File: src/rtl/fetch_pc_gen_pkg.sv
// Shared types for the fetch PC generator: the fetch-block entry held in the
// output queue and the "no branch" ID value.
package fetch_pc_gen_pkg;

    localparam int MAX_SLOTS = 8;
    localparam int MAX_BID_W = 8;

    localparam logic [MAX_BID_W-1:0] NO_BRANCH = '1;

    // Sized for the largest configuration; narrower instances use the low slots/bits.
    typedef struct packed {
        logic [MAX_SLOTS-1:0][31:0]          pc;
        logic [MAX_SLOTS-1:0]                slot_valid;
        logic [MAX_SLOTS-1:0]                branch_pred;
        logic [MAX_SLOTS-1:0][MAX_BID_W-1:0] branch_id;
    } fetch_block_t;

    localparam fetch_block_t EMPTY_BLOCK = '{
        pc:          '0,
        slot_valid:  '0,
        branch_pred: '0,
        branch_id:   {MAX_SLOTS{NO_BRANCH}}
    };

    function automatic logic [31:0] slot_pc(input logic [31:0] base, input int idx);
        return base + 32'(4 * idx);
    endfunction

endpackage

File: src/rtl/fetch_block_fifo.sv
// Two-entry FIFO of fetch blocks; the head is presented combinationally and a
// flush empties it on the next edge regardless of push/pop.
module fetch_block_fifo
    import fetch_pc_gen_pkg::*;
(
    input  logic         clk,
    input  logic         rst,
    input  logic         flush_i,
    input  logic         push_i,
    input  logic         pop_i,
    input  fetch_block_t entry_i,
    output fetch_block_t head_o,
    output logic         valid_o,
    output logic         full_o
);

    fetch_block_t mem_q [2];
    logic [1:0]   count_q, count_d;
    logic         rd_ptr_q, rd_ptr_d;
    logic         wr_ptr;

    // With two entries and a simultaneous pop, the write lands in the slot being vacated.
    assign wr_ptr = rd_ptr_q ^ count_q[0];

    always_comb begin
        count_d  = count_q;
        rd_ptr_d = rd_ptr_q;
        if (flush_i) begin
            count_d  = 2'd0;
            rd_ptr_d = 1'b0;
        end else begin
            count_d = count_q + {1'b0, push_i} - {1'b0, pop_i};
            if (pop_i) begin
                rd_ptr_d = ~rd_ptr_q;
            end
        end
    end

    always_ff @(posedge clk or posedge rst) begin
        if (rst) begin
            count_q  <= 2'd0;
            rd_ptr_q <= 1'b0;
            for (int i = 0; i < 2; i++) begin
                mem_q[i] <= EMPTY_BLOCK;
            end
        end else begin
            count_q  <= count_d;
            rd_ptr_q <= rd_ptr_d;
            if (push_i && !flush_i) begin
                mem_q[wr_ptr] <= entry_i;
            end
        end
    end

    assign valid_o = (count_q != 2'd0);
    assign full_o  = (count_q == 2'd2);
    assign head_o  = valid_o ? mem_q[rd_ptr_q] : EMPTY_BLOCK;

endmodule

File: src/rtl/fetch_pc_gen.sv
// Fetch PC generator: builds one fetch block per issue from the current PC and
// the same-cycle predictor result, and queues blocks for decode.
module fetch_pc_gen
    import fetch_pc_gen_pkg::*;
#(
    parameter int          NUM_SLOTS = 4,
    parameter logic [31:0] RESET_PC  = 32'h8000_0000,
    parameter int          BID_W     = 6
) (
    input  logic                       clk,
    input  logic                       rst,
    input  logic                       IN_redirValid,
    input  logic [31:0]                IN_redirPc,
    input  logic                       IN_BP_branchFound,
    input  logic                       IN_BP_branchTaken,
    input  logic                       IN_BP_isJump,
    input  logic                       IN_BP_multipleBranches,
    input  logic [31:0]                IN_BP_branchSrc,
    input  logic [31:0]                IN_BP_branchDst,
    input  logic [BID_W-1:0]           IN_BP_branchID,
    input  logic                       IN_ready,
    output logic [31:0]                OUT_pcRaw,
    output logic                       OUT_valid,
    output logic [NUM_SLOTS*32-1:0]    OUT_pc,
    output logic [NUM_SLOTS-1:0]       OUT_slotValid,
    output logic [NUM_SLOTS-1:0]       OUT_branchPred,
    output logic [NUM_SLOTS*BID_W-1:0] OUT_branchID,
    input  logic [31:0]                IN_instrMappingBase,
    input  logic                       IN_instrMappingHalfSize,
    output logic                       OUT_instrMappingMiss
);

    localparam int SW = $clog2(NUM_SLOTS);

    logic [31:1]  pc_q, pc_d;
    logic [31:0]  base, next_pc;
    logic [SW-1:0] s0, b;
    logic         br_hit, br_take, br_stop;
    logic         fifo_valid, fifo_full, pop, issue;
    fetch_block_t blk, head;

    assign OUT_pcRaw = {pc_q, 1'b0};
    assign base      = {pc_q[31:SW+2], {(SW+2){1'b0}}};
    assign s0        = pc_q[SW+1:2];
    assign b         = IN_BP_branchSrc[SW+1:2];

    // A predicted branch before the start slot belongs to an earlier entry point; drop it.
    assign br_hit  = IN_BP_branchFound && (b >= s0);
    assign br_take = br_hit && (IN_BP_branchTaken || IN_BP_isJump);
    assign br_stop = br_take || (br_hit && IN_BP_multipleBranches);

    assign pop   = fifo_valid && IN_ready;
    assign issue = !IN_redirValid && (!fifo_full || pop);

    always_comb begin
        blk = EMPTY_BLOCK;
        for (int i = 0; i < NUM_SLOTS; i++) begin
            blk.pc[i]         = slot_pc(base, i);
            blk.slot_valid[i] = (i >= int'(s0)) && (!br_stop || i <= int'(b));
            if (br_hit && i == int'(b)) begin
                blk.branch_id[i]   = MAX_BID_W'(IN_BP_branchID);
                blk.branch_pred[i] = br_take;
            end
        end
    end

    always_comb begin
        if (br_take) begin
            next_pc = {IN_BP_branchDst[31:1], 1'b0};
        end else if (br_stop) begin
            next_pc = IN_BP_branchSrc + 32'd4;
        end else begin
            next_pc = base + 32'(4 * NUM_SLOTS);
        end

        if (IN_redirValid) begin
            pc_d = IN_redirPc[31:1];
        end else if (issue) begin
            pc_d = next_pc[31:1];
        end else begin
            pc_d = pc_q;
        end
    end

    always_ff @(posedge clk or posedge rst) begin
        if (rst) begin
            pc_q <= RESET_PC[31:1];
        end else begin
            pc_q <= pc_d;
        end
    end

    fetch_block_fifo u_fifo (
        .clk     (clk),
        .rst     (rst),
        .flush_i (IN_redirValid),
        .push_i  (issue),
        .pop_i   (pop),
        .entry_i (blk),
        .head_o  (head),
        .valid_o (fifo_valid),
        .full_o  (fifo_full)
    );

    assign OUT_valid = fifo_valid;

    for (genvar gi = 0; gi < NUM_SLOTS; gi++) begin : g_slot
        assign OUT_pc[gi*32 +: 32]          = head.pc[gi];
        assign OUT_slotValid[gi]            = head.slot_valid[gi];
        assign OUT_branchPred[gi]           = head.branch_pred[gi];
        assign OUT_branchID[gi*BID_W +: BID_W] = head.branch_id[gi][BID_W-1:0];
    end

    assign OUT_instrMappingMiss = (OUT_pcRaw[31:13] != IN_instrMappingBase[31:13]) ||
                                  (IN_instrMappingHalfSize && (OUT_pcRaw[12] != IN_instrMappingBase[12]));

endmodule

File: config.mk
export PLATFORM = sky130hd
export DESIGN_NAME = fetch_pc_gen
export DESIGN_NICKNAME = d
export VERILOG_FILES = /design/src/rtl/fetch_pc_gen_pkg.sv /design/src/rtl/fetch_block_fifo.sv /design/src/rtl/fetch_pc_gen.sv
export SDC_FILE = /design/constraint.sdc
export NUM_CORES = 1
export LEC_CHECK = 0
export ABC_CLOCK_PERIOD_IN_PS = 25900
export CAP_MARGIN = 20
export CORE_AREA = 2 2 266 268
export CTS_CLUSTER_DIAMETER = 150
export CTS_CLUSTER_SIZE = 14
export DETAILED_ROUTE_END_ITERATION = 16
export DIE_AREA = 0 0 268 270
export DONT_BUFFER_PORTS = 1
export SYNTH_ARGS = -nofsm -noshare
export SYNTH_HDL_FRONTEND = slang
export SYNTH_HIERARCHICAL = 1
export SYNTH_SLANG_ARGS = --single-unit
File: constraint.sdc
create_clock -name clk -period 25.9 [get_ports clk]
set_clock_uncertainty 0.15 [all_clocks]
set_input_delay 2.59 -clock clk [delete_from_list [all_inputs] [get_ports clk]]
set_output_delay 2.59 -clock clk [all_outputs]
set_load 0.05 [all_outputs]
* After elaboration in Yosys (flattened, before gate mapping)
Cells that the tools add are included.
W data, S select, Z words.
** Storage, ports and cells
- Input bits :: 143
- Word-level logic and storage cells :: 116
- Register bits :: 706
- Output and inout port bits :: 194
** Operators by class
- Reductions and logical operators :: 28
- Eq/ne operators :: 6
- Add/sub/neg operators :: 7
- Bitwise gates (word level) :: 4
- Magnitude comparators :: 10
- Multiplexer cells :: 22
** Operator list (count)
- $mux W208 :: 4
- $bwmux W672 :: 1
- $demux W336 S1 :: 1
- $mux W336 :: 1
- $add A32 B3 Y32 const B :: 2
- $add A32 B4 Y32 const B :: 2
- $mux W32 :: 2
- $mux W31 :: 2
- $add A32 B5 Y32 const B :: 1
- $mux W8 :: 4
- $ne A19 B19 Y1 :: 1
- $logic_and A1 B1 Y1 :: 14
- $logic_or A1 B1 Y1 :: 7
- $mux W1 :: 6
- $reduce_bool A2 Y1 :: 3
- $eq A2 B2 Y1 const A :: 2
- $ge A1 B2 Y1 const A :: 2
- $ge A2 B2 Y1 const B :: 2
- $le A2 B2 Y1 const A :: 2
- $not A1 Y2 :: 2
- $logic_not A1 Y1 :: 3
- $add A2 B1 Y2 :: 1
- $eq A1 B2 Y1 const A :: 1
- $eq A2 B2 Y1 const B :: 1
- other kinds (10) :: 10

* Longest topological paths before layout
- Depth after elaboration :: 8
- Depth in mapped cells :: 13
- Gate-level depth less buffers :: 9

* Modules after synthesis
Netlist, hierarchy kept.
** Modules (own cells, without submodules)
- fetch_block_fifo :: cells an instance 2185, seq. area each 17051.4 µm², times used 1, area each 30098.9 µm²
- fetch_pc_gen :: cells an instance 516, seq. area each 777.0 µm², times used 1, area each 3777.4 µm²

* Worst setup path before layout
OpenSTA, ideal clock, no wires.
- Path kind :: input to output
- Start point :: input IN_instrMappingBase[29]
- End point :: output OUT_instrMappingMiss
- Stages on the path :: 4
- Data arrival time :: 3.579 ns
- Buffers on the path :: 0
- Slack :: 19.581 ns
- Data required time :: 23.160 ns
- Cells stage by stage :: xnor2_1 > nand4_1 > nor4_1 > nand4_1
** On the way
- Longest elaborated chain between the ends :: 2
** RTL lines
- start, declared :: RTL line fetch_pc_gen.sv:28 : input logic [31:0] IN_instrMappingBase,
- $ne A19 B19 Y1 :: RTL line fetch_pc_gen.sv:114 : assign OUT_instrMappingMiss = (OUT_pcRaw[31:13] != IN_instrMappingBase[31:13]) ||
- $logic_or A1 B1 Y1 :: RTL line fetch_pc_gen.sv:114
- end, declared :: RTL line fetch_pc_gen.sv:30 : output logic OUT_instrMappingMiss
Every way passes these cells.

* Worst setup path in the final report
- Start point :: input IN_instrMappingBase[28]
- End point :: output OUT_instrMappingMiss
The elaborated chain is that of the path after synthesis.

==> impl_results.md <==
- Layout cells sized above 1: 27.5%
- Part of the power in combinational logic: 49.3%
- Vias in the first global route: 12600
- Final setup TNS: 0 ns
- GPL Wtd Cong: 0.845
- Max-Slew Margin vs Limit: 26.1%
- Internal Power: 1.43 mW
- CTS Sinks: 354
- Vias: 12100
- Crit path DAT: 3.89 ns
- Global-route wire length before repair: 81.4 mm
- Ports: 337
- Routed vias/inst: 4.81
- Clock transition at path regs: 0.06 ns
- Worst-Margin Slew: 1.10 ns
- GRT overflow: 0
- Residual DRC count: 0
- Postcts setup bufs: 0
- # setup viols final: 0
- HP Class: flip-flop to flip-flop
- RR Startpoint: u_fifo/count_q[0]
- Switching Share: 48.1%
- Fmax: 151 MHz
- Pre-CTS setup slack: 18.98 ns
- Beginning of the critical path: IN_instrMappingBase[28]
- Busiest grt layer: met2
- GRT met3 Usage: 3.56%
- Die Width: 268 um
- PwrDens: 137 mW/mm2
- Initial antenna violation count: 3
- Net Switching: 1.32 mW
- Root buf cell: clkbuf_16
- CP Class: primary input to output port
- Critical-path maximum fanout: 1
- Synth-to-Final Area Change: 9.45%
- Worst Min Path Start: u_fifo/mem_q[141]
- GR Util met2: 23.7%
- Pre-antenna DRT Iters: 5
- Leak pwr: 7.82 nW
- Post-CTS resize count: 0
- Status: complete, no violations
- Max cap viols: 0
- Post-route ant nets: 0
- Total CTS buffers: 29
- Routed wire length: 55.0 mm
- Min Tclk post-route: 6.63 ns
- Die Area: 0.0724 mm2
- Peak supply drop: 0.0000603 V
- Maximum number of pins on one net before global-route repair: 141
- Placeable Area: 0.0695 mm2
- Worst-Skew Late Latency: 0.60 ns
- Fin. Hold Viols: 0
- # rows: 97
- Pins Over Slew Limit: 0
- CTS tree: done
- Share of power burned in registers: 35.3%
- CTS Hold Bufs: 0
- Buffers on Ports: 0
- Crit path capture type: output port
- Routed len/inst: 21.9 um
- Yosys warns: 6
- HPWL after DPL: 38.3 mm
- CP Launch Type: primary input
- Setup ws final: 19.27 ns
- H-tree depth: 1
- Final Cycle Share: 25.6%
- Layout Nets: 1693
- RSZ-0062 raised after global routing: no
- DR iter-0 viols: 659
- Syn Area/Cell: 11.5 um2
- Grt met1 use: 19.7%
- Synthesized area: 0.0183 mm2
- Post-synthesis cell count: 1585
- Clock Path Buffers: 3
- Clock power share: 15.3%
- Die height: 270 um
- Gr usage total: 14.7%
- Worst path required time: 23.16 ns
- Initial Util: 26.3%
==> through the flow <==
stage / area, um2 / power, mW / util, % / hold WS [ns] / cells
global placement: 19200 / 2.31 / 27.6 / 0.323 / 2450
floorplan: 18400 / 2.10 / - / 0.314 / 1616
detailed placement: 19200 / 2.35 / 27.6 / 0.331 / 2450
finish: 20000 / 2.75 / 28.8 / 0.341 / 2505
global route: 20000 / 2.90 / 28.8 / 0.361 / 2503
CTS: 20000 / 2.78 / 28.8 / 0.346 / 2502
==> metal layers <==
metal | vias up | part of all wire [%]
li1 | 5388 | -
met1 | 6192 | 45
met2 | 394 | 46
met3 | 76 | 7.0
met4 | 0 | 2.4
met5 | - | 0
==> flip-flops by register name, indices dropped and copies added (netlist names) <==
signal and cells:
u_fifo/mem_q 320, pc_q 31, u_fifo/rd_ptr_q 1, u_fifo/count_q 2
==> area by class of cell <==
type	instances	area, um2
Clock inverter	2	20.0
Multi-Input combinational cell	1097	8670
Sequential cell	354	8920
Timing Repair Buffer	45	363
Fill cell	7206	49500
Clock buffer	50	805
Tap cell	940	1180
Antenna cell	3	7.51
Inverter	14	60.1
==> layout by cell type, fill, tap and decap left out, types with 4 or more instances in the layout <==
cell	count
buf_4	43
and2_1	5
nand2b_1	10
dfstp_2	49
a21oi_1	30
and3_1	14
o31ai_1	5
a211oi_1	4
inv_1	12
o221ai_1	5
nand4_1	25
nand3_1	27
a221o_1	9
ha_1	9
a22oi_1	4
conb_1	33
dfrtp_1	304
or2_2	18
and4_1	7
nor3_1	10
nand2_1	69
xor2_1	21
a31oi_1	6
o22ai_1	9
mux2_1	46
clkbuf_16	29
clkbuf_1	21
xnor2_1	52
nor2_1	185
a221oi_1	7
mux2_2	274
o21ai_0	27
mux2i_1	162
==> critical path: stages <==
cell	delay, ns
xnor2_1	0.26
nand3_1	0.13
nor4_1	0.34
nand4_1	0.57
==> worst paths after layout <==
path,slack [ns],end,depth (start not counted)
hold / removal,0.34,u_fifo/mem_q[141],1
min in group asynchronous,1.76,u_fifo/mem_q[177],1
setup reg to reg,20.60,u_fifo/mem_q[122],12
hold reg to reg,0.34,u_fifo/mem_q[141],1
max in group asynchronous,22.16,u_fifo/mem_q[476],2
setup / recovery,19.27,OUT_instrMappingMiss,4
==> power groups by stage <==
stage	clock (mW)	sequential [mW]	combinational, mW
3_3_place_gp	0	0.964	1.35
3_5_place_dp	0	0.985	1.37
6_report	0.421	0.972	1.36
4_1_cts	0.440	0.973	1.37
5_1_grt	0.461	1.01	1.44
2_1_floorplan	0	0.931	1.17
No activity file was read; power rests on OpenSTA's default activity.
